==> config.mk <==
export PLATFORM = sky130hd
export DESIGN_NAME = alu_cop_param_flat
export DESIGN_NICKNAME = d
export VERILOG_FILES = /design/src/rtl/alu_cop_param_if.sv /design/src/rtl/alu_cop_param.sv /design/src/flat_wrapper.sv
export SDC_FILE = /design/constraint.sdc
export NUM_CORES = 1
export LEC_CHECK = 0
export CAP_MARGIN = 10
export CORE_MARGIN = 4
export CORE_UTILIZATION = 46
export CTS_CLUSTER_SIZE = 8
export DETAILED_ROUTE_END_ITERATION = 10
export GPL_TIMING_DRIVEN = 0
export MAX_ROUTING_LAYER = met4
export PLACE_DENSITY = 0.72
export SETUP_SLACK_MARGIN = 0.5
export SLEW_MARGIN = 15
export SYNTH_ARGS = -nofsm -noshare
export SYNTH_HDL_FRONTEND = slang
export SYNTH_SLANG_ARGS = --single-unit
==> constraint.sdc <==
create_clock -name clk -period 2.8 [get_ports clk]
set_clock_uncertainty 0.05 [all_clocks]
set_input_delay 0.42 -clock clk [delete_from_list [all_inputs] [get_ports clk]]
set_output_delay 0.42 -clock clk [all_outputs]
set_load 0.02 [all_outputs]
==> src/rtl/alu_cop_param_if.sv <==
// -----------------------------------------------------------------------------
// alu_cop_param_if
//   Bundles the host issue handshake, the shared register-bus signals and the
//   result/status outputs of the ALU coprocessor.
//
//   master : host sequencer + bus slave side (drives op/imm and bus_rdy/rd_data)
//   slave  : the coprocessor itself
//
//   op_valid/op_ready/opcode/imm  issue handshake
//   bus_req/bus_rdy               bus phase request (00 idle, 01 read, 10 write)
//   bus_rd_data/bus_wr_data/bus_oe operand in, result out, output-enable
//   res_valid/result/carry/zero/err completion pulse and status
// -----------------------------------------------------------------------------
interface alu_cop_param_if #(
    parameter int DW = 8
);
    logic          op_valid;
    logic          op_ready;
    logic [3:0]    opcode;
    logic [DW-1:0] imm;
    logic [1:0]    bus_req;
    logic          bus_rdy;
    logic [DW-1:0] bus_rd_data;
    logic [DW-1:0] bus_wr_data;
    logic          bus_oe;
    logic          res_valid;
    logic [DW-1:0] result;
    logic          carry;
    logic          zero;
    logic          err;

    modport master (
        output op_valid, opcode, imm, bus_rdy, bus_rd_data,
        input  op_ready, bus_req, bus_wr_data, bus_oe,
               res_valid, result, carry, zero, err
    );

    modport slave (
        input  op_valid, opcode, imm, bus_rdy, bus_rd_data,
        output op_ready, bus_req, bus_wr_data, bus_oe,
               res_valid, result, carry, zero, err
    );
endinterface

==> src/rtl/alu_cop_param.sv <==
// -----------------------------------------------------------------------------
// alu_cop_param
//   DW-bit ALU coprocessor. Accepts opcode+immediate from the host, fetches
//   one (immediate ops) or two (register ops) operands over the shared bus,
//   computes, writes the result back over the bus and pulses res_valid.
//   Each bus phase is guarded by a timeout (BUS_TIMEOUT cycles, 0 = none).
//
//   clk   : clock, all state changes on the rising edge
//   rst   : synchronous active-high reset
//   cop   : alu_cop_param_if.slave (handshake, bus, result/status)
//
//   state   | meaning
//   --------+-------------------------------------------------------------
//   IDLE    | op_ready=1, waiting for op_valid
//   FETCH_A | bus read of first operand (register ops only)
//   FETCH_B | bus read of last operand
//   EXEC    | compute {carry,result} into the write-back register
//   WRITE   | bus write of the computed result, bus_oe=1
//   DONE    | res_valid pulse, err reports illegal opcode or bus timeout
// -----------------------------------------------------------------------------
module alu_cop_param #(
    parameter int DW          = 8,
    parameter int BUS_TIMEOUT = 15
) (
    input  logic            clk,
    input  logic            rst,
    alu_cop_param_if.slave  cop
);

    localparam logic [1:0] REQ_IDLE = 2'b00;
    localparam logic [1:0] REQ_RD   = 2'b01;
    localparam logic [1:0] REQ_WR   = 2'b10;

    localparam int              TW       = (BUS_TIMEOUT < 2) ? 1 : $clog2(BUS_TIMEOUT + 1);
    localparam logic [TW:0]     TO_LIMIT = (TW + 1)'(BUS_TIMEOUT);

    typedef enum logic [2:0] {
        S_IDLE,
        S_FETCH_A,
        S_FETCH_B,
        S_EXEC,
        S_WRITE,
        S_DONE
    } state_t;

    state_t state, state_next;

    logic [3:0]    op_q;
    logic [DW-1:0] a_q;
    logic [DW-1:0] b_q;
    logic [DW-1:0] wr_q;
    logic          wr_carry_q;
    logic          err_q;
    logic [TW-1:0] tcnt_q;
    logic [DW-1:0] result_q;
    logic          carry_q;
    logic          zero_q;

    logic          op_ready;
    logic [1:0]    bus_req;
    logic          bus_oe;
    logic          res_valid;
    logic          bus_wait;
    logic          to_hit;
    logic [TW:0]   tcnt_inc;

    logic [DW-1:0] alu_res;
    logic          alu_carry;
    logic [DW:0]   sum;
    logic [DW:0]   diff;
    logic [DW:0]   shr_ext;
    logic [DW:0]   shl_ext;
    logic          shift_big;

    function automatic logic op_is_imm(input logic [3:0] op);
        return (op == 4'd1) || (op == 4'd3) || (op == 4'd6) || (op == 4'd7);
    endfunction

    function automatic logic op_is_legal(input logic [3:0] op);
        return (op >= 4'd1) && (op <= 4'd10);
    endfunction

    // Timeout fires on the wait cycle that brings the count to BUS_TIMEOUT.
    assign tcnt_inc = (TW + 1)'(tcnt_q) + (TW + 1)'(1);
    assign to_hit   = (BUS_TIMEOUT != 0) && (tcnt_inc == TO_LIMIT);

    always_ff @(posedge clk) begin
        if (rst) begin
            state <= S_IDLE;
        end else begin
            state <= state_next;
        end
    end

    always_comb begin
        state_next = state;
        op_ready   = 1'b0;
        bus_req    = REQ_IDLE;
        bus_oe     = 1'b0;
        res_valid  = 1'b0;
        bus_wait   = 1'b0;
        case (state)
            S_IDLE: begin
                op_ready = 1'b1;
                if (cop.op_valid) begin
                    if (!op_is_legal(cop.opcode)) begin
                        state_next = S_DONE;
                    end else if (op_is_imm(cop.opcode)) begin
                        state_next = S_FETCH_B;
                    end else begin
                        state_next = S_FETCH_A;
                    end
                end
            end
            S_FETCH_A: begin
                bus_req  = REQ_RD;
                bus_wait = !cop.bus_rdy;
                if (cop.bus_rdy) begin
                    state_next = S_FETCH_B;
                end else if (to_hit) begin
                    state_next = S_DONE;
                end
            end
            S_FETCH_B: begin
                bus_req  = REQ_RD;
                bus_wait = !cop.bus_rdy;
                if (cop.bus_rdy) begin
                    state_next = S_EXEC;
                end else if (to_hit) begin
                    state_next = S_DONE;
                end
            end
            S_EXEC: begin
                state_next = S_WRITE;
            end
            S_WRITE: begin
                bus_req  = REQ_WR;
                bus_oe   = 1'b1;
                bus_wait = !cop.bus_rdy;
                if (cop.bus_rdy || to_hit) begin
                    state_next = S_DONE;
                end
            end
            S_DONE: begin
                res_valid  = 1'b1;
                state_next = S_IDLE;
            end
            default: begin
                state_next = S_IDLE;
            end
        endcase
    end

    // Shifts use an extra bit so the last bit shifted out lands in bit 0
    // (right) or bit DW (left); shift by 0 naturally yields carry 0.
    assign sum       = {1'b0, a_q} + {1'b0, b_q};
    assign diff      = {1'b0, b_q} - {1'b0, a_q};
    assign shr_ext   = {b_q, 1'b0} >> a_q;
    assign shl_ext   = {1'b0, b_q} << a_q;
    assign shift_big = (32'(a_q) >= DW);

    always_comb begin
        alu_res   = '0;
        alu_carry = 1'b0;
        case (op_q)
            4'd1, 4'd2: {alu_carry, alu_res} = sum;
            4'd3, 4'd4: {alu_carry, alu_res} = diff;
            4'd5:       alu_res = ~(a_q & b_q);
            4'd6: begin
                if (!shift_big) begin
                    alu_res   = shr_ext[DW:1];
                    alu_carry = shr_ext[0];
                end
            end
            4'd7: begin
                if (!shift_big) begin
                    alu_res   = shl_ext[DW-1:0];
                    alu_carry = shl_ext[DW];
                end
            end
            4'd8:       alu_res = a_q & b_q;
            4'd9:       alu_res = a_q | b_q;
            4'd10:      alu_res = a_q ^ b_q;
            default: begin
                alu_res   = '0;
                alu_carry = 1'b0;
            end
        endcase
    end

    always_ff @(posedge clk) begin
        if (rst) begin
            op_q       <= '0;
            a_q        <= '0;
            b_q        <= '0;
            wr_q       <= '0;
            wr_carry_q <= 1'b0;
            err_q      <= 1'b0;
            tcnt_q     <= '0;
            result_q   <= '0;
            carry_q    <= 1'b0;
            zero_q     <= 1'b0;
        end else begin
            case (state)
                S_IDLE: begin
                    if (cop.op_valid) begin
                        op_q  <= cop.opcode;
                        a_q   <= cop.imm;
                        err_q <= !op_is_legal(cop.opcode);
                    end
                end
                S_FETCH_A: begin
                    if (cop.bus_rdy) begin
                        a_q <= cop.bus_rd_data;
                    end
                end
                S_FETCH_B: begin
                    if (cop.bus_rdy) begin
                        b_q <= cop.bus_rd_data;
                    end
                end
                S_EXEC: begin
                    wr_q       <= alu_res;
                    wr_carry_q <= alu_carry;
                end
                S_WRITE: begin
                    if (cop.bus_rdy) begin
                        result_q <= wr_q;
                        carry_q  <= wr_carry_q;
                        zero_q   <= (wr_q == '0);
                    end
                end
                default: begin
                end
            endcase
            if (bus_wait && to_hit) begin
                err_q <= 1'b1;
            end
            // Any cycle that is not a bus wait clears the count, so every
            // bus phase starts from zero.
            if (bus_wait) begin
                tcnt_q <= tcnt_q + 1'b1;
            end else begin
                tcnt_q <= '0;
            end
        end
    end

    assign cop.op_ready    = op_ready;
    assign cop.bus_req     = bus_req;
    assign cop.bus_oe      = bus_oe;
    assign cop.bus_wr_data = (state == S_WRITE) ? wr_q : '0;
    assign cop.res_valid   = res_valid;
    assign cop.err         = res_valid & err_q;
    assign cop.result      = result_q;
    assign cop.carry       = carry_q;
    assign cop.zero        = zero_q;

endmodule
==> src/flat_wrapper.sv <==
// flat-port wrapper written by rule: the top's interface ports become plain ports
module alu_cop_param_flat 
#(
    parameter int DW          = 8,
    parameter int BUS_TIMEOUT = 15
)
  (clk, rst, cop_op_valid, cop_opcode, cop_imm, cop_bus_rdy, cop_bus_rd_data, cop_op_ready, cop_bus_req, cop_bus_wr_data, cop_bus_oe, cop_res_valid, cop_result, cop_carry, cop_zero, cop_err);
  alu_cop_param_if #(.DW(DW)) cop_i ();
  input  logic clk;
  input  logic rst;
  input wire logic [$bits(cop_i.op_valid)-1:0] cop_op_valid;
  input wire logic [$bits(cop_i.opcode)-1:0] cop_opcode;
  input wire logic [$bits(cop_i.imm)-1:0] cop_imm;
  input wire logic [$bits(cop_i.bus_rdy)-1:0] cop_bus_rdy;
  input wire logic [$bits(cop_i.bus_rd_data)-1:0] cop_bus_rd_data;
  output wire logic [$bits(cop_i.op_ready)-1:0] cop_op_ready;
  output wire logic [$bits(cop_i.bus_req)-1:0] cop_bus_req;
  output wire logic [$bits(cop_i.bus_wr_data)-1:0] cop_bus_wr_data;
  output wire logic [$bits(cop_i.bus_oe)-1:0] cop_bus_oe;
  output wire logic [$bits(cop_i.res_valid)-1:0] cop_res_valid;
  output wire logic [$bits(cop_i.result)-1:0] cop_result;
  output wire logic [$bits(cop_i.carry)-1:0] cop_carry;
  output wire logic [$bits(cop_i.zero)-1:0] cop_zero;
  output wire logic [$bits(cop_i.err)-1:0] cop_err;
  assign cop_i.op_valid = cop_op_valid;
  assign cop_i.opcode = cop_opcode;
  assign cop_i.imm = cop_imm;
  assign cop_i.bus_rdy = cop_bus_rdy;
  assign cop_i.bus_rd_data = cop_bus_rd_data;
  assign cop_op_ready = cop_i.op_ready;
  assign cop_bus_req = cop_i.bus_req;
  assign cop_bus_wr_data = cop_i.bus_wr_data;
  assign cop_bus_oe = cop_i.bus_oe;
  assign cop_res_valid = cop_i.res_valid;
  assign cop_result = cop_i.result;
  assign cop_carry = cop_i.carry;
  assign cop_zero = cop_i.zero;
  assign cop_err = cop_i.err;
  alu_cop_param #(.DW(DW), .BUS_TIMEOUT(BUS_TIMEOUT)) u_core (.clk(clk), .rst(rst), .cop(cop_i));
endmodule
==> summary.md <==
| Metric | Value |
|---|---|
| Clock slew at reported path FFs | `0.09 ns` |
| Initial antenna violation count | `0` |
| Clk Latency, worst-skew pair | `0.32 ns` |
| Clock root buffer | `sky130_fd_sc_hd__clkbuf_8` |
| Dominant combinational cell family by area after synthesis | `compound AO/OA/AOI/OAI gates` |
| Fraction of the yosys area taken by sequential cells | `0.2331` |
| Total number of H-tree levels | `2` |
| Area of the die | `0.01034 mm²` |
| Cell types occupying the most area after synthesis | `sky130_fd_sc_hd__dfxtp_1 23%, sky130_fd_sc_hd__ha_1 8.1%, sky130_fd_sc_hd__mux2i_1 5.7%` |
| Kind of end point of the critical path | `flop` |
| Quantity of I/O buffers inserted on ports | `45` |
| Count of unresolved DRC violations after routing | `0` |
| IR drop worst, VDD | `515.7 µV` |
| Number of buffers created by CTS | `5` |
| Post-synthesis cell type with the largest combined area | `sky130_fd_sc_hd__dfxtp_1` |
| Leakage Power | `1.936 nW` |
| Type of the worst min-delay path | `flop to flop` |
| Tot GR Track Use | `0.2762` |
| Avg Synthesized Cell Area | `7.838 µm²` |
| Dpl hpwl | `10.43 mm` |
| Final-layout fill cell count | `754` |
| Placed cell areas | `0.004636 mm²` |
| Via count of the first global-routing pass | `4052` |
| Die span in x | `101.7 µm` |
| Total power density per cell area | `886.7 mW/mm²` |
| Count of flip-flops with a built-in enable after synthesis | `0` |
| Worst-path cell with the longest stage delay | `sky130_fd_sc_hd__dfxtp_4` |
| Pin slew with the least headroom to its limit | `0.8939 ns` |
| Synth Cell Area | `0.004036 mm²` |
| Cells along the critical path | `buf_8, buf_8, clkinvlp_4, buf_6, ha_2, o21bai_4, a221oi_2, nor2b_2, xnor2_1, nand2_1, a221oi_4` |
| Number of maximum-capacitance violations | `0` |
| Global-route wire length before repair | `21.71 mm` |
| Proportion of layout cells with a drive suffix above 1 | `0.1949` |
| Tcrit/Tclk final | `0.8624` |
| Register bit total from synthesis | `47` |
| Setup Crit Path Kind | `flop to flop` |
| Average routed wire per standard cell | `20.17 µm` |
| CTS tree | `built` |
| Fraction of met1 tracks used by global routing | `0.3459` |
| Highest clock rate | `0.4141 GHz` |
| Grt ovf | `0` |
| Die outline height | `101.7 µm` |
| Max incr delay on CP | `0.37 ns` |
| First drt pass iteration count | `5` |
| Cts-stage hold buffer count | `0` |
| Cell type with the highest occurrence count on the critical path | `sky130_fd_sc_hd__buf_8` |
| Total power of the final layout | `4.554 mW` |
| Worst rel slew slack | `0.4008` |
| Synth unique cells | `67` |
| Cells after Synth | `515` |
| Worst endpoint required time | `2.98 ns` |
| Core footprint | `0.008382 mm²` |
| RSZ-0062 raised after global routing | `yes` |
| GRT Max-Usage Layer | `met2` |
| Largest net degree at the start of global routing | `15` |
| Via count | `4285` |
| Final Net Count | `641` |
| Data arrival at the endpoint of the critical path | `2.60 ns` |
| Critical path launch point type | `flop` |
| Number of nets with antenna violations after routing | `0` |
| Count of endpoints failing hold in the final timing report | `0` |
| Multiplexer share of the synthesized area | `0.09609` |
| Share of flip-flops with an asynchronous set or reset | `0` |
| Number of setup violations in the final report | `0` |
| Routability congestion estimate | `1.013` |
| Share of synthesized cell area in full adder, half adder and majority cells | `0.09051` |
| Xor and xnor fraction of the mapped netlist area | `0.02821` |
| Most frequent cells after synthesis | `50 x sky130_fd_sc_hd__nor2_1, 48 x sky130_fd_sc_hd__nand2_1, 47 x sky130_fd_sc_hd__dfxtp_1` |
| Antenna fix cells | `0` |
| Met2 usage in global routing | `0.4467` |
| Row count | `33` |
| Compound-Gate Fraction of Synth Area | `0.2591` |
| Signed area change from the synthesized netlist to the final layout | `27.25%` |
| Cell with the most instances after synthesis | `sky130_fd_sc_hd__nor2_1` |
| Run status | `complete, no violations` |
| Post-Synth Simple-Gate Area | `0.2216` |
| First-iteration detailed-routing DRC count | `290` |
| Synthesized Nets | `567` |
| Synth Warn # | `0` |
| Number of slew-limit violations in the final report | `0` |
| Boundary Pins | `48` |
| Predominant post-synthesis flop cell | `sky130_fd_sc_hd__dfxtp_1` |
| Starting density of the core | `0.4816` |
| Worst-case clock buffer depth | `2` |
| Fraction of synthesized cell area taken by the top area cell type | `0.2331` |
| Maximum fanout along the worst path | `3` |
| Vias per Instance | `6.165` |
| Count of clock tree sinks | `47` |
| Detailed Route WL | `14.02 mm` |
| Design area | `0.005136 mm²` |
| Met3 demand-to-capacity share in global routing | `0.04408` |
| Total negative slack | `0 ns` |
| Final critical-path required period | `2.415 ns` |
final cells by class:
type	count	area (µm²)	share of cell area
Clock buffer	7	86.33	0.01681
Buffer	36	221.5	0.04312
Inverter	30	125.1	0.02436
Sequential cell	47	970.9	0.1890
Timing Repair Buffer	67	611.8	0.1191
Multi-Input combinational cell	402	2980	0.5803
Clock inverter	1	8.758	0.001705
Tap cell	105	131.4	0.02558
power by group:
group	leakage (nW)	switching, mW	internal (mW)
sequential	0.388	0.156	0.807
combinational	1.50	1.82	1.31
clock	0.0484	0.257	0.203
per-stage QoR:
step / hold slack (ns) / util / instances / worst slack (ns)
floorplan: 0.3820 / - / 515 / 0.5004
global placement: 0.3926 / 0.5531 / 665 / -0.0007576
detailed placement: 0.3972 / 0.5531 / 665 / 0.03315
CTS: 0.4102 / 0.5841 / 680 / 0.3742
global route: 0.4283 / 0.6128 / 695 / 0.3212
finish: 0.4064 / 0.6128 / 695 / 0.3853
registers in the layout, summed over array words and instances (netlist names):
register / flops
u_core.op_q: 4
u_core.wr_q: 8
u_core.a_q: 8
u_core.cop.result: 8
u_core.b_q: 8
u_core.cop.carry: 1
u_core.err_q: 1
u_core.state: 3
u_core.tcnt_q: 4
u_core.wr_carry_q: 1
u_core.cop.zero: 1
cell families after synthesis:
kind of cell	count (synthesis)
AO/OA/AOI/OAI	151
XOR/XNOR	13
adder cells (fa/ha/maj)	28
buffers and inverters	66
flip-flops	47
multiplexers	31
AND/OR/NAND/NOR	179
layer usage:
metal	part of all wire	routed length, µm
met1	0.42	5870
met2	0.48	6686
met3	0.067	933
met4	0.038	527
met5	0	0
timing repair:
item	in CTS	in global routing
setup endpoints to repair	21	19
resized for setup	49	46
buffers inserted	7	15
pin swaps	8	13
critical path, delay by kind of cell, from the launching register on:
family / cells / cell delay (ns)
compound gates: 3 / 0.81
flops: 1 / 0.37
fa+ha+maj: 1 / 0.15
simple gates: 2 / 0.33
xor+xnor: 1 / 0.13
buf+inv: 4 / 0.50
path summary, 6_finish.rpt:
path | to | depth (start not counted) | startpoint | slack, ns
worst max-delay path | u_core.wr_q[5] | 11 | u_core.a_q[1] | 0.39
worst min-delay path | u_core.cop.result[1] | 2 | u_core.cop.result[1] | 0.41
worst max register to register | u_core.wr_q[5] | 11 | u_core.a_q[1] | 0.39
worst min register to register | u_core.cop.result[1] | 2 | u_core.cop.result[1] | 0.41
cell usage in the layout (no fill, tap or decap), drive strengths merged, types with 3 or more instances in the layout:
| master | synthesis | layout |
|---|---|---|
| a2111oi | 3 | 3 |
| a211oi | 20 | 20 |
| a21o | 4 | 4 |
| a21oi | 38 | 38 |
| a221oi | 7 | 7 |
| a31oi | 7 | 7 |
| and2 | 4 | 4 |
| and3 | 13 | 13 |
| buf | 18 | 40 |
| clkbuf | 18 | 26 |
| clkdlybuf4s15 | 0 | 3 |
| clkdlybuf4s50 | 0 | 31 |
| dfxtp | 47 | 47 |
| dlygate4sd2 | 0 | 7 |
| dlymetal6s2s | 0 | 3 |
| ha | 26 | 26 |
| inv | 29 | 27 |
| mux2i | 23 | 23 |
| mux4 | 6 | 6 |
| nand2 | 49 | 49 |
| nand2b | 12 | 12 |
| nand3 | 8 | 8 |
| nand3b | 5 | 5 |
| nand4 | 3 | 3 |
| nor2 | 50 | 50 |
| nor2b | 12 | 12 |
| nor3 | 12 | 12 |
| nor4 | 4 | 4 |
| o21a | 3 | 3 |
| o21ai | 20 | 20 |
| o21bai | 3 | 3 |
| o221ai | 4 | 4 |
| o22a | 3 | 3 |
| o22ai | 9 | 9 |
| o31ai | 5 | 5 |
| xnor2 | 10 | 10 |
| xor2 | 3 | 3 |
(Power assumes the default switching activity.)
